$ cat config.mk
export PLATFORM = sky130hd
export DESIGN_NAME = ctrl_unit_flat
export DESIGN_NICKNAME = d
export VERILOG_FILES = /design/src/rtl/ctrl_unit_if.sv /design/src/rtl/ctrl_unit.sv /design/src/flat_wrapper.sv
export SDC_FILE = /design/constraint.sdc
export NUM_CORES = 1
export LEC_CHECK = 0
export ABC_AREA = 1
export ABC_CLOCK_PERIOD_IN_PS = 1400
export CORE_AREA = 2 2 73 75
export DETAILED_ROUTE_END_ITERATION = 8
export DIE_AREA = 0 0 75 77
export GPL_ROUTABILITY_DRIVEN = 1
export GPL_TIMING_DRIVEN = 0
export PLACE_DENSITY = 0.75
export SKIP_CTS_REPAIR_TIMING = 1
export SLEW_MARGIN = 15
export SYNTH_ARGS = -nofsm -noshare
export SYNTH_HDL_FRONTEND = slang
export SYNTH_SLANG_ARGS = --single-unit
$ cat constraint.sdc
create_clock -name clk -period 1.4 [get_ports clk]
set_clock_uncertainty 0.05 [all_clocks]
set_input_delay 0.28 -clock clk [delete_from_list [all_inputs] [get_ports clk]]
set_output_delay 0.28 -clock clk [all_outputs]
set_load 0.02 [all_outputs]
$ cat src/rtl/ctrl_unit_if.sv
// ctrl_unit_if: memory and ALU bus of the 8-bit accumulator computer.
//   master (ctrl_unit): drives mem_addr, mem_we, mem_wdata and the ALU
//                       operands/control; receives mem_rdata, alu_result.
//   slave  (memory/ALU side): the mirror image.
//   mem_rdata is valid the cycle after mem_addr is presented.
interface ctrl_unit_if;
  logic [7:0] mem_addr;
  logic [7:0] mem_rdata;
  logic       mem_we;
  logic [7:0] mem_wdata;
  logic [1:0] alu_ctrl;
  logic [7:0] alu_a;
  logic [7:0] alu_b;
  logic [7:0] alu_pc;
  logic [7:0] alu_result;

  modport master (
    output mem_addr, mem_we, mem_wdata, alu_ctrl, alu_a, alu_b, alu_pc,
    input  mem_rdata, alu_result
  );

  modport slave (
    input  mem_addr, mem_we, mem_wdata, alu_ctrl, alu_a, alu_b, alu_pc,
    output mem_rdata, alu_result
  );
endinterface

$ cat src/rtl/ctrl_unit.sv
// ctrl_unit: multi-cycle control FSM of the 8-bit accumulator computer.
// Owns PC, ACC, IR and OPR; fetches two-byte instructions (one byte for HLT)
// from synchronous-read memory and uses the external combinational ALU for
// ADD/NAND/SLT and the BZ target select.
// Ports:
//   clk        - clock, rising edge
//   rst_n      - synchronous active-low reset
//   run        - start/continue, sampled only in FETCH
//   bus        - ctrl_unit_if.master: memory and ALU signals
//   pc, acc    - registered program counter / accumulator
//   halted     - high from HLT decode until reset
//   instr_done - one-cycle pulse on re-entry to FETCH after an instruction
module ctrl_unit #(
  parameter logic [7:0] RESET_PC = 8'h00
) (
  input  logic        clk,
  input  logic        rst_n,
  input  logic        run,
  ctrl_unit_if.master bus,
  output logic [7:0]  pc,
  output logic [7:0]  acc,
  output logic        halted,
  output logic        instr_done
);

  typedef enum logic [2:0] {
    S_FETCH, S_DECODE, S_OPND, S_OPLAT, S_MEM, S_EXEC, S_HALT
  } state_t;

  localparam logic [2:0] OP_ADD  = 3'd0;
  localparam logic [2:0] OP_NAND = 3'd1;
  localparam logic [2:0] OP_SLT  = 3'd2;
  localparam logic [2:0] OP_BZ   = 3'd3;
  localparam logic [2:0] OP_LDA  = 3'd4;
  localparam logic [2:0] OP_STA  = 3'd5;
  localparam logic [2:0] OP_LDI  = 3'd6;
  localparam logic [2:0] OP_HLT  = 3'd7;

  state_t     state_q;
  logic [7:0] pc_q;
  logic [7:0] acc_q;
  // Only the opcode field of the instruction byte is kept; bits [7:3] are
  // architecturally ignored.
  logic [2:0] ir_q;
  logic [7:0] opr_q;
  logic       halted_q;
  logic       instr_done_q;

  always_ff @(posedge clk) begin
    if (!rst_n) begin
      state_q      <= S_FETCH;
      pc_q         <= RESET_PC;
      acc_q        <= 8'h00;
      ir_q         <= 3'd0;
      opr_q        <= 8'h00;
      halted_q     <= 1'b0;
      instr_done_q <= 1'b0;
    end else begin
      instr_done_q <= 1'b0;
      case (state_q)
        S_FETCH: begin
          if (run) state_q <= S_DECODE;
        end
        S_DECODE: begin
          ir_q <= bus.mem_rdata[2:0];
          pc_q <= pc_q + 8'd1;
          if (bus.mem_rdata[2:0] == OP_HLT) begin
            state_q  <= S_HALT;
            halted_q <= 1'b1;
          end else begin
            state_q <= S_OPND;
          end
        end
        S_OPND: state_q <= S_OPLAT;
        S_OPLAT: begin
          opr_q <= bus.mem_rdata;
          case (ir_q)
            // ALU returns A when ACC==0, else PC+1 (PC points at the operand).
            OP_BZ: begin
              pc_q         <= bus.alu_result;
              state_q      <= S_FETCH;
              instr_done_q <= 1'b1;
            end
            OP_LDI: begin
              acc_q        <= bus.mem_rdata;
              pc_q         <= pc_q + 8'd1;
              state_q      <= S_FETCH;
              instr_done_q <= 1'b1;
            end
            default: begin
              pc_q    <= pc_q + 8'd1;
              state_q <= S_MEM;
            end
          endcase
        end
        S_MEM: begin
          if (ir_q == OP_STA) begin
            state_q      <= S_FETCH;
            instr_done_q <= 1'b1;
          end else begin
            state_q <= S_EXEC;
          end
        end
        S_EXEC: begin
          // Only ADD/NAND/SLT/LDA reach EXEC.
          if (ir_q == OP_LDA) acc_q <= bus.mem_rdata;
          else                acc_q <= bus.alu_result;
          state_q      <= S_FETCH;
          instr_done_q <= 1'b1;
        end
        S_HALT: state_q <= S_HALT;
        default: state_q <= S_FETCH;
      endcase
    end
  end

  always_comb begin
    bus.mem_addr = pc_q;
    if (state_q == S_MEM || state_q == S_EXEC) bus.mem_addr = opr_q;
  end

  // Gated with rst_n so a reset asserted during MEM suppresses the store
  // at the same edge.
  assign bus.mem_we    = rst_n && (state_q == S_MEM) && (ir_q == OP_STA);
  assign bus.mem_wdata = acc_q;

  always_comb begin
    bus.alu_ctrl = 2'b00;
    if (state_q == S_EXEC) begin
      case (ir_q)
        OP_NAND: bus.alu_ctrl = 2'b01;
        OP_SLT:  bus.alu_ctrl = 2'b11;
        default: bus.alu_ctrl = 2'b00;
      endcase
    end else if (state_q == S_OPLAT && ir_q == OP_BZ) begin
      bus.alu_ctrl = 2'b10;
    end
  end

  assign bus.alu_a  = acc_q;
  assign bus.alu_b  = bus.mem_rdata;
  assign bus.alu_pc = pc_q;

  assign pc         = pc_q;
  assign acc        = acc_q;
  assign halted     = halted_q;
  assign instr_done = instr_done_q;

endmodule

$ cat src/flat_wrapper.sv
// flat-port wrapper written by rule: the top's interface ports become plain ports
module ctrl_unit_flat 
#(
  parameter logic [7:0] RESET_PC = 8'h00
)
  (clk, rst_n, run, pc, acc, halted, instr_done, bus_mem_addr, bus_mem_we, bus_mem_wdata, bus_alu_ctrl, bus_alu_a, bus_alu_b, bus_alu_pc, bus_mem_rdata, bus_alu_result);
  ctrl_unit_if bus_i ();
  input  logic clk;
  input  logic rst_n;
  input  logic run;
  output logic [7:0] pc;
  output logic [7:0] acc;
  output logic halted;
  output logic instr_done;
  output wire logic [$bits(bus_i.mem_addr)-1:0] bus_mem_addr;
  output wire logic [$bits(bus_i.mem_we)-1:0] bus_mem_we;
  output wire logic [$bits(bus_i.mem_wdata)-1:0] bus_mem_wdata;
  output wire logic [$bits(bus_i.alu_ctrl)-1:0] bus_alu_ctrl;
  output wire logic [$bits(bus_i.alu_a)-1:0] bus_alu_a;
  output wire logic [$bits(bus_i.alu_b)-1:0] bus_alu_b;
  output wire logic [$bits(bus_i.alu_pc)-1:0] bus_alu_pc;
  input wire logic [$bits(bus_i.mem_rdata)-1:0] bus_mem_rdata;
  input wire logic [$bits(bus_i.alu_result)-1:0] bus_alu_result;
  assign bus_mem_addr = bus_i.mem_addr;
  assign bus_mem_we = bus_i.mem_we;
  assign bus_mem_wdata = bus_i.mem_wdata;
  assign bus_alu_ctrl = bus_i.alu_ctrl;
  assign bus_alu_a = bus_i.alu_a;
  assign bus_alu_b = bus_i.alu_b;
  assign bus_alu_pc = bus_i.alu_pc;
  assign bus_i.mem_rdata = bus_mem_rdata;
  assign bus_i.alu_result = bus_alu_result;
  ctrl_unit #(.RESET_PC(RESET_PC)) u_core (.clk(clk), .rst_n(rst_n), .run(run), .bus(bus_i), .pc(pc), .acc(acc), .halted(halted), .instr_done(instr_done));
endmodule
==> Word level (Yosys, flattened, before mapping) <==
Cells that the tools add are included.
{ "totals": {"register_bits": 32, "input_bits": 19, "out_inout_bits": 61, "elab_cells": 50} }
{ "op_classes": {"n_addsub": 1, "n_eq_ne": 15, "mux": 17, "reduce_logical": 10} }
{ "op_table": {"columns": ["cell", "n"], "rows": [
  ["2-to-1 mux 8 bit", 4],
  ["one-hot mux 8 bit (2 select lines)", 2],
  ["== test 3 bit (second input constant)", 7],
  ["one-hot mux 3 bit (6 select lines)", 1],
  ["== test 3 x 2 -> 1 bit (second input constant)", 4],
  ["2-to-1 mux 3 bit", 4],
  ["adder 8 x 1 -> 8 bit (second input constant)", 1],
  ["== test 3 x 1 -> 1 bit (second input constant)", 2],
  ["2-to-1 mux 2 bit", 2],
  ["inequality test 2 bit (second input constant)", 2],
  ["one-hot mux 2 bit (2 select lines)", 1],
  ["AND reduction 2 bit", 2],
  ["nonzero test 2 bit", 2],
  ["logical AND 1 bit", 3],
  ["zero test 3 bit", 1],
  ["one-hot mux 1 bit (3 select lines)", 1],
  ["2-to-1 mux 1 bit", 2],
  ["OR reduction 2 bit", 1],
  ["logical OR 1 bit", 1]
]} }

==> Logic depth before layout (Yosys ltp) <==
{ "logic_depth": {"depth_word": 4, "mapped_depth": 8, "mapped_depth_nobuf": 8} }

==> Least setup slack after synthesis <==
Ideal clock, no wire load.
{ "synth_path": {"path_type": "register -> output", "startpoint": "reg u_core.state_q[2]", "endpoint": "out bus_mem_we", "arrival_time_ps": 1230, "required_time_ps": 1070, "slack_ps": -160, "stages_incl_launch_ff": 5, "path_buffers": 0, "path_cell_list": "dfxtp_1 > inv_1 > nor2_4 > nand2_1 > nor3_1"} }
{ "synth_via": {"elab_chain_len": 3} }
{ "synth_rtl": {"columns": ["element", "line_no", "source"], "rows": [
  ["from (decl)", "ctrl_unit.sv:39", "state_t state_q;"],
  ["from (signal assigned)", "ctrl_unit.sv:51", "state_q <= S_FETCH;"],
  ["from (signal assigned)", "ctrl_unit.sv:62", "if (run) state_q <= S_DECODE;"],
  ["from (signal assigned)", "ctrl_unit.sv:68", "state_q <= S_HALT;"],
  ["== test 3 bit", "ctrl_unit.sv:124", "assign bus.mem_we = rst_n && (state_q == S_MEM) && (ir_q == OP_STA);"],
  ["logical AND 1 bit (2 in a row)", "ctrl_unit.sv:124", null],
  ["to (decl)", "flat_wrapper.sv:16", "output wire logic [$bits(bus_i.mem_we)-1:0] bus_mem_we;"]
]} }
Every way passes these cells.

==> Worst setup path in the final report <==
{ "layout_path": {"startpoint": "reg u_core.state_q[2]", "endpoint": "out bus_mem_addr[4]"} }
{ "layout_via": {"elab_chain_len": 3, "word_cells_on_any_way": 4, "cone_classes": "eq/ne: 2; mux: 1; reduce/logical: 1"} }
{ "layout_rtl": {"columns": ["element", "line_no", "source"], "rows": [
  ["== test 3 bit", "ctrl_unit.sv:119", "if (state_q == S_MEM || state_q == S_EXEC) bus.mem_addr = opr_q;"],
  ["logical OR 1 bit *", "ctrl_unit.sv:119", null],
  ["2-to-1 mux 8 bit *", "ctrl_unit.sv:119", null],
  ["to (decl)", "flat_wrapper.sv:15", "output wire logic [$bits(bus_i.mem_addr)-1:0] bus_mem_addr;"]
]} }
Every way passes the cells marked *; elsewhere a longest branch is shown, timed or not.

==> run_results.csv <==
group,metric,value,unit
status,failed_checks,"negative setup slack",
synth,postSynthAreaPerCell,6.732,um^2
global_routing,grt-busiest-layer,"met2",
synth,yosys.area.top_type,"dfxtp_1",
power,p_leak,0.002156,uW
worst_setup_path,cp_cell_sequence,"inv_4 -> nor2_4 -> buf_6 -> mux2_4 -> buf_6",
die,core_region_area,4977,um^2
synth,synth_nets,296,
clock_network,htreeDepth,2,
global_routing,grtUsageMet2,0.2982,
timing,rsz0062_at_grt,"true",
worst_setup_path,crit_top_cell,"buf_6",
timing,period_share,1.285,
worst_setup_path,path_max_fanout,6,
synth,yosys_warnings,0,
route,ant_nets,0,
finish,n_antenna_cell,0,
worst_setup_path,arrival,1470,ps
place,gp_congestion,0.9236,
worst_hold_path,hold_class,"primary input to flip-flop",
synth,synth_flop_cell,"dfxtp_1",
worst_setup_path,cpMaxStageDelayCell,"dfxtp_4",
synth,synth_most_common_cell,"nand2_1",
synth,netlist_area,1858,um^2
global_routing,grt_first_pass_wirelength,8424,um
worst_setup_path,critPathMaxStageDelay,390,ps
route,first_iter_violations,122,
synth,synth_cell_type_count,23,
synth,synth_common_cells,"nand2_1, o21ai_0, buf_4",
die,die_h,77,um
die,io_pins,80,
finish,layout-drive-gt1-share,0.3360,
global_routing,grt_max_degree,11,
worst_setup_path,cp.required,1070,ps
global_routing,grt_pass1_vias,1881,
finish,fin_nets,400,
global_routing,use_met3,0.03548,
clock_network,clock_sinks,32,
die,dieWidth,75,um
route,via_per_inst,4.787,
global_routing,antenna_found_initial,0,
route,num_vias,2159,
power,peakVddDrop,0.0005625,V
worst_setup_path,start_kind,"flip-flop",
status,status,"finished with violations",
clock_network,clk-insertion-delay-late,290,ps
global_routing,grt_overflow,0,
worst_setup_path,cp-end-kind,"output pin",
timing,drv_slew,0,
worst_setup_path,path_delay_family,"flip-flops",
place,io_buffer_count,79,
global_routing,grt_util_met1,0.2423,
route,drc_errors,0,
clock_network,clk_path_buf_depth,2,
finish,area_delta_synth_final,75.56,%
synth,yosysSeqAreaShare,0.3448,
timing,worst_slew_pin_slew,459.5,ps
timing,setup_viol,22,
die,rows,26,
clock_network,clkTransAtPathRegs,70,ps
timing,hold_viol,0,
job,cap_violations,0,
timing,whs,304.5,ps
clock_network,cts-root-buf,"clkbuf_8",
die,initial_utilization,0.3733,
synth,synth_cells,276,
synth,synth_top_area_share,0.3448,
synth,ys_top_cells_by_area,"dfxtp_1, buf_4, nand2_1",
finish,stdcell_area,3262,um^2
route,wl_per_cell,12.99,um
timing,clock.fmax,556.1,MHz
global_routing,track_usage,0.1854,
synth,synth_edf_count,0,
route,routed_wirelength,5860,um
power,p_per_area,782.8,nW/um^2
route,drt_pass1_iterations,4,
place,dp.final_hpwl,3920,um
die,dieArea,5775,um^2
timing,post-route-min-period,1798,ps
worst_setup_path,path_class,"flip-flop to output pin",
synth,ys_ff_latch,32,
timing,slew_headroom,0.6937,
finish,n_fill_cell,421,
timing,setup_ws,-398.4,ps
worst_setup_path,path_buf_inv,3,
clock_network,numCtsBuffers,5,
place,place_area,2764,um^2
synth,async_flop_share,0,
clock_network,tritoncts,"yes",
-- tightest hold or removal path: cells and delay by family --
kind	cells	cell delay (ps)
compound gates	1	60
buf+inv	2	250
-- cell families (layout without fill, tap and decap cells) --
logic type / Yosys count / in the layout / share of synthesized area
buffers and inverters: 71 / 176 / 0.2114
flip-flops: 32 / 32 / 0.3448
multiplexers: 1 / 1 / 0.006060
AO/OA/AOI/OAI: 70 / 70 / 0.1933
AND/OR/NAND/NOR: 101 / 101 / 0.2377
adder cells (fa/ha/maj): 1 / 1 / 0.006733
-- flip-flops by register name, summed over array words and instances (netlist names) --
signal	cells
u_core.bus.alu_pc	8
u_core.state_q	3
u_core.acc	8
u_core.opr_q	8
u_core.ir_q	3
u_core.halted	1
u_core.instr_done	1
-- routing by layer --
| metal | routed length [um] | up-vias | part of all wire |
|---|---|---|---|
| met5 | 0 | - | 0 |
| met4 | 77 | 0 | 0.013 |
| met3 | 332 | 7 | 0.057 |
| met2 | 2912 | 68 | 0.50 |
| met1 | 2538 | 1001 | 0.43 |
| li1 | - | 1083 | - |
-- worst paths after layout --
path / from / endpoint / slack, ps / cells past startpoint
min: bus_mem_rdata[1] / u_core.opr_q[1]$_SDFFE_PN0N_ / 300 / 3
max reg2reg: u_core.state_q[2]$_SDFFE_PN0P_ / u_core.acc[1]$_SDFFE_PN0P_ / -110 / 8
max: u_core.state_q[2]$_SDFFE_PN0P_ / bus_mem_addr[4] / -400 / 5
min reg2reg: u_core.halted$_SDFFE_PN0P_ / u_core.halted$_SDFFE_PN0P_ / 400 / 2
-- final cells by class --
type | instances | area (um^2) | area share
buffer | 41 | 316.6 | 0.09705
inverter | 30 | 118.9 | 0.03644
clock buffer | 6 | 82.58 | 0.02532
sequential | 32 | 670.6 | 0.2056
multi-input combinational | 173 | 962.2 | 0.2950
timing repair buffer | 97 | 1013 | 0.3107
clock inverter | 2 | 10.01 | 0.003069
tap | 70 | 87.58 | 0.02685
-- through the flow --
step           total power (uW)  instances    util  setup slack (ps)  TNS [ps]
2_1_floorplan              1440        276       -            -87.12    -570.7
3_3_place_gp               1704        425  0.5553            -983.7    -16980
3_5_place_dp               1713        425  0.5553            -946.2    -17510
4_1_cts                    2453        433  0.5739             -1085    -30800
5_1_grt                    2662        451  0.6554            -430.4     -6039
6_report                   2553        451  0.6554            -398.4     -4308
-- cells in the final DEF, fill, tap and decap left out, types with 6 or more instances in the layout --
cell / count
o21ai_0: 26
buf_4: 49
dfxtp_4: 6
nor2_1: 10
dfxtp_1: 20
a21oi_1: 27
clkdlybuf4s50_1: 15
nand2_1: 48
dfxtp_2: 6
clkbuf_8: 6
o21ai_1: 7
inv_1: 28
nand2_2: 7
clkbuf_2: 7
buf_6: 13
nand3_1: 15
dlymetal6s2s_1: 44
-- power breakdown --
part | total [uW] | switching, uW | internal (uW) | leakage, uW
combinational | 725 | 399 | 326 | 0.00184
sequential | 1070 | 87.9 | 987 | 0.000267
clock | 753 | 361 | 392 | 0.0000510
(Power assumes the default switching activity.)
